`src/rtl/mem_access_unit_pkg.sv`:
```
// Shared types for the memory access stage.
// FSM state encoding and writeback field widths.
package mem_access_unit_pkg;

  localparam int WB_W = 2;
  localparam int RD_W = 5;

  typedef enum logic [1:0] {
    IDLE   = 2'd0,
    ACCESS = 2'd1,
    DONE   = 2'd2
  } state_t;

endpackage

```
`src/rtl/mem_access_fsm.sv`:
```
// Sequencer for one data-memory transfer.
// req is registered so reset drops it at once.
module mem_access_fsm
  import mem_access_unit_pkg::*;
(
  input  logic   clk,
  input  logic   reset,
  input  logic   mem_op,
  input  logic   dmem_ack,
  input  logic   misaligned,
  output state_t state,
  output logic   stall,
  output logic   req
);

  // Hold upstream while an op is accepted or in flight
  assign stall = ((state == IDLE) && mem_op) ||
                 (state == ACCESS);

  // State and request register; ack only matters in ACCESS
  always_ff @(posedge clk or posedge reset) begin
    if (reset) begin
      state <= IDLE;
      req   <= 1'b0;
    end else begin
      unique case (state)
        IDLE: begin
          if (mem_op) begin
            if (misaligned) begin
              state <= DONE;
            end else begin
              state <= ACCESS;
              req   <= 1'b1;
            end
          end
        end
        ACCESS: begin
          if (dmem_ack) begin
            state <= DONE;
            req   <= 1'b0;
          end
        end
        DONE: begin
          state <= IDLE;
        end
        default: begin
          state <= IDLE;
          req   <= 1'b0;
        end
      endcase
    end
  end

endmodule

```
`src/rtl/mem_access_unit.sv`:
```
// Memory access stage: branch resolve, data-memory handshake, writeback regs.
// Optional MEM_ACCESS_MISALIGN_CHECK_EN enables the 8-byte alignment trap.
module mem_access_unit
  import mem_access_unit_pkg::*;
#(
  parameter int ADDR_W = 64,
  parameter int DATA_W = 64
) (
  input  logic              clk,
  input  logic              reset,
  input  logic              Branch,
  input  logic              MemWrite,
  input  logic              MemRead,
  input  logic              comp,
  input  logic [WB_W-1:0]   WB,
  input  logic [ADDR_W-1:0] Adder_Result,
  input  logic [ADDR_W-1:0] ALU_Result,
  input  logic [DATA_W-1:0] Forward_B_Mux_Result,
  input  logic [RD_W-1:0]   rd,
  output logic              PCSrc,
  output logic [ADDR_W-1:0] branch_target,
  output logic              stall,
  output logic              dmem_req,
  output logic              dmem_we,
  output logic [ADDR_W-1:0] dmem_addr,
  output logic [DATA_W-1:0] dmem_wdata,
  input  logic              dmem_ack,
  input  logic [DATA_W-1:0] dmem_rdata,
  output logic              wb_valid,
  output logic [WB_W-1:0]   WB_Out,
  output logic [DATA_W-1:0] read_data_out,
  output logic [ADDR_W-1:0] alu_result_out,
  output logic [RD_W-1:0]   rd_out,
  output logic              misalign
);

  logic              mem_op;
  logic              misaligned;
  state_t            state;
  logic [WB_W-1:0]   wb_q;
  logic [RD_W-1:0]   rd_q;
  logic [DATA_W-1:0] rdata_q;

  // Read+write together counts as a store
  assign mem_op = MemRead | MemWrite;

`ifdef MEM_ACCESS_MISALIGN_CHECK_EN
  assign misaligned = |ALU_Result[2:0];
`else
  assign misaligned = 1'b0;
`endif

  assign PCSrc         = Branch & comp & ~stall;
  assign branch_target = Adder_Result;

  mem_access_fsm u_fsm (
    .clk        (clk),
    .reset      (reset),
    .mem_op     (mem_op),
    .dmem_ack   (dmem_ack),
    .misaligned (misaligned),
    .state      (state),
    .stall      (stall),
    .req        (dmem_req)
  );

  // Latch the op, capture load data, and update writeback regs
  always_ff @(posedge clk or posedge reset) begin
    if (reset) begin
      dmem_we        <= 1'b0;
      dmem_addr      <= '0;
      dmem_wdata     <= '0;
      wb_q           <= '0;
      rd_q           <= '0;
      rdata_q        <= '0;
      wb_valid       <= 1'b0;
      WB_Out         <= '0;
      read_data_out  <= '0;
      alu_result_out <= '0;
      rd_out         <= '0;
    end else begin
      wb_valid <= 1'b0;
      unique case (state)
        IDLE: begin
          if (mem_op) begin
            dmem_addr  <= ALU_Result;
            dmem_wdata <= Forward_B_Mux_Result;
            dmem_we    <= MemWrite;
            wb_q       <= WB;
            rd_q       <= rd;
          end else begin
            wb_valid       <= 1'b1;
            WB_Out         <= WB;
            alu_result_out <= ALU_Result;
            rd_out         <= rd;
          end
        end
        ACCESS: begin
          if (dmem_ack && !dmem_we) begin
            rdata_q <= dmem_rdata;
          end
        end
        DONE: begin
          wb_valid       <= 1'b1;
          WB_Out         <= misalign ? '0 : wb_q;
          alu_result_out <= dmem_addr;
          rd_out         <= rd_q;
          read_data_out  <= rdata_q;
        end
        default: begin
          wb_valid <= 1'b0;
        end
      endcase
    end
  end

`ifdef MEM_ACCESS_MISALIGN_CHECK_EN
  // Flag is high only for the DONE cycle of a trapped op
  always_ff @(posedge clk or posedge reset) begin
    if (reset) begin
      misalign <= 1'b0;
    end else begin
      misalign <= (state == IDLE) && mem_op && misaligned;
    end
  end
`else
  assign misalign = 1'b0;
`endif

endmodule
```
`config.mk`:
```
export PLATFORM = sky130hd
export DESIGN_NAME = mem_access_unit
export DESIGN_NICKNAME = d
export VERILOG_FILES = /design/src/rtl/mem_access_unit_pkg.sv /design/src/rtl/mem_access_fsm.sv /design/src/rtl/mem_access_unit.sv
export SDC_FILE = /design/constraint.sdc
export NUM_CORES = 1
export LEC_CHECK = 0
export BUFFER_PORTS_ARGS = -buffer_cell sky130_fd_sc_hd__buf_4
export CAP_MARGIN = 20
export CORE_AREA = 3 3 231 233
export DETAILED_ROUTE_END_ITERATION = 16
export DIE_AREA = 0 0 234 236
export PLACE_DENSITY = 0.49
export SYNTH_ARGS = -nofsm -noshare
export SYNTH_HDL_FRONTEND = slang
export SYNTH_SLANG_ARGS = --single-unit
```
`constraint.sdc`:
```
create_clock -name clk -period 16.5 [get_ports clk]
set_clock_uncertainty 0.15 [all_clocks]
set_input_delay 4.95 -clock clk [delete_from_list [all_inputs] [get_ports clk]]
set_output_delay 4.95 -clock clk [all_outputs]
set_load 0.005 [all_outputs]
```
==> results.md <==
- Max Clock Freq: 0.0936 GHz
- I/O Buffers: 473
- Vias in the first global route: 9400
- Synth area leaders: dfrtp_1 (57%), mux2_4 (20%), mux2_2 (16%), buf_4 (3.6%), buf_12 (0.95%)
- Pre-antenna DRT Iters: 6
- First-pass GRT wire length: 60.9 mm
- Initial Util: 0.288
- Max Cap Viol: 0
- Post-layout worst setup margin: 5810 ps
- YS warnings: 0
- Clock slew seen by the registers of the worst setup and hold paths: 60 ps
- RSZ-0062 raised after global routing: no
- Power Density: 203 nW/um2
- Initial antenna violation count: 2
- TritonCTS clock tree: yes
- Most used DFF post-synth: dfrtp_1
- Worst Path Max Fanout: 4
- Largest area contributor in the netlist: dfrtp_1
- DIE WIDTH: 234 um
- DRT Wirelength: 40.8 mm
- Post-synth EDFFs: 0
- Ports: 603
- Critical path class: in -> out
- Final Max Tran Viols: 0
- CP max stage delay: 190 ps
- Seq cells post-synth: 339
- # H-tree levels: 2
- Period minus WS final: 10690 ps
- Final Cycle Share: 0.648
- Largest net degree at the start of global routing: 99
- DIE AREA: 55200 um2
- Multi-input gate area: 5450 um2
- Post-synth top area share: 0.573
- Non-Filler Instances: 2003
- Clk root buf: clkbuf_16
- Final setup TNS: 0 ps
- Initial drt markers: 300
- Crit path DAT: 5590 ps
- Global route overflow: 0
- Synth Cell Area: 14800 um2
- RePlAce Congestion: 0.743
- Count leader, synth: dfrtp_1
- Leakage power: 0.00949 uW
- Top cell family by delay on the critical path: simple AND/OR/NAND/NOR gates
- Post-DP HPWL: 28.8 mm
- Pre-CTS setup slack: 5810 ps
- Synth-to-Final Area Change: 33.7%
- Worst setup EP type: output pin
- Antenna viol nets, final: 0
- Hold Path Class: reg -> reg
- R2r setup slk: 12550 ps
- Cell variety after synth: 20
- Resize count post-CTS: 0
- Core area: 51400 um2
- Vias/cell: 4.31
- Outcome: completed
- Reg area: 8480 um2
- Setup violators final: 0
- Total GRT Usage: 0.145
- Placed Instances: 1930
- Total nets after synthesis: 1144
- Hold slack: 344 ps
- Worst endpoint required time: 11400 ps
- Fin nets: 1563
- Die Ht: 236 um
- Commonest cells in the netlist: dfrtp_1 (339), mux2_2 (205), mux2_4 (200), buf_4 (72), buf_2 (15)
- CTS Buffer Depth: 3
- Layout cell share with drive strength beyond 1: 0.726
- Maximum vdd drop: 0.0906 mV
- Routed vias: 8630
- DRC violations left: 0
- Post-Syn Instances: 874
- Fraction of registers with async set/reset: 1.00
- CTS Sinks: 339
- Postcts setup bufs: 0
- Worst path cell trace: buf_4 -> nor3_1 -> nor2_1 -> nor2_1 -> buf_4
- Latest clock arrival within the worst-skew pair: 540 ps
- Fillers: 4915
- Max stage delay cell, worst path: nor3_1
- Slew HR: 0.300
- Routed len/inst: 20.4 um
- Total CTS buffers: 40
- Final hold vios: 0
- Seq/Total Area, Yosys: 0.573
- Critical Path Start Type: input pin
- Cts hold-fix bufs: 0
- Post-Syn Area per Cell: 16.9 um2
- Worst Tran Pin Value: 1050 ps
- Rows: 83
- Crit path buf inv count: 2
flip-flops by register name (all words and copies together) (netlist names), 2 cells and up:
| name | flops |
|---|---|
| dmem_wdata | 64 |
| u_fsm.state | 2 |
| rdata_q | 64 |
| rd_out | 5 |
| WB_Out | 2 |
| wb_q | 2 |
| read_data_out | 64 |
| dmem_addr | 64 |
| rd_q | 5 |
| alu_result_out | 64 |
routing by layer:
| layer | wire [um] | up-vias | global-route usage |
|---|---|---|---|
| met4 | 1090 | 0 | 0.0492 |
| met2 | 20400 | 312 | 0.242 |
| met1 | 16200 | 4398 | 0.174 |
| li1 | - | 3860 | - |
| met3 | 3150 | 60 | 0.0489 |
| met5 | 0 | - | 0 |
cell families (layout without fill, tap and decap cells):
logic type      Yosys count  after routing  share of synthesized area
mux                     405            405                      0.359
flops                   339            339                      0.573
buf+inv                 110            556                     0.0612
simple gates             14             14                    0.00456
compound gates            5              5                    0.00253
other cells               1              4                   0.000253
layout make-up:
cell class                 count  area share
clock inverter                 9     0.00563
inverter                       1    0.000569
clock buffer                  60      0.0610
sequential                   339       0.429
multi-input combinational    425       0.276
antenna                        3    0.000379
tap                          680      0.0430
timing repair buffer         486       0.185
path summary, 6_finish.rpt:
path	startpoint	to	cells after the start
worst max-delay path	MemWrite	PCSrc	5
worst min-delay path	u_fsm.req	u_fsm.req	2
worst max register to register	u_fsm.state[0]	alu_result_out[21]	5
worst min register to register	u_fsm.req	u_fsm.req	2
max in group asynchronous	reset	alu_result_out[22]	5
min in group asynchronous	reset	dmem_wdata[28]	2
per-stage QoR:
stage | power, uW | util | cell area (um2)
global placement | 3160 | 0.359 | 18400
detailed placement | 3190 | 0.359 | 18400
CTS | 4110 | 0.384 | 19800
floorplan | 2400 | - | 14800
global route | 4270 | 0.385 | 19800
finish | 4020 | 0.385 | 19800
where the power goes:
group          internal (uW)  switching (uW)  total, uW
logic                   1050             565       1620
clock network            536             352        888
registers               1260             258       1520
cells in the final DEF (no fill, tap or decap):
cell type / instances
mux2_4: 200
o21ba_4: 1
nor3_1: 1
nor2b_4: 1
nand2b_1: 1
inv_6: 3
clkbuf_8: 11
o21ai_4: 1
diode_2: 3
nand2_1: 4
nor2_1: 4
o21ai_0: 2
a22o_1: 1
dfrtp_1: 339
bufinv_16: 2
nor3_2: 1
mux2_2: 205
clkbuf_1: 8
conb_1: 1
clkbuf_16: 41
clkinv_2: 2
buf_4: 485
clkinvlp_4: 2
and3b_1: 1
nand2b_4: 1
inv_8: 1
buf_16: 1
worst register-to-register path, delay by kind of cell, from the launching register on:
kind | cells | cell delay (ps)
simple gates | 1 | 800
mux | 2 | 680
buf+inv | 2 | 1670
flops | 1 | 530
(Power assumes the default switching activity.)
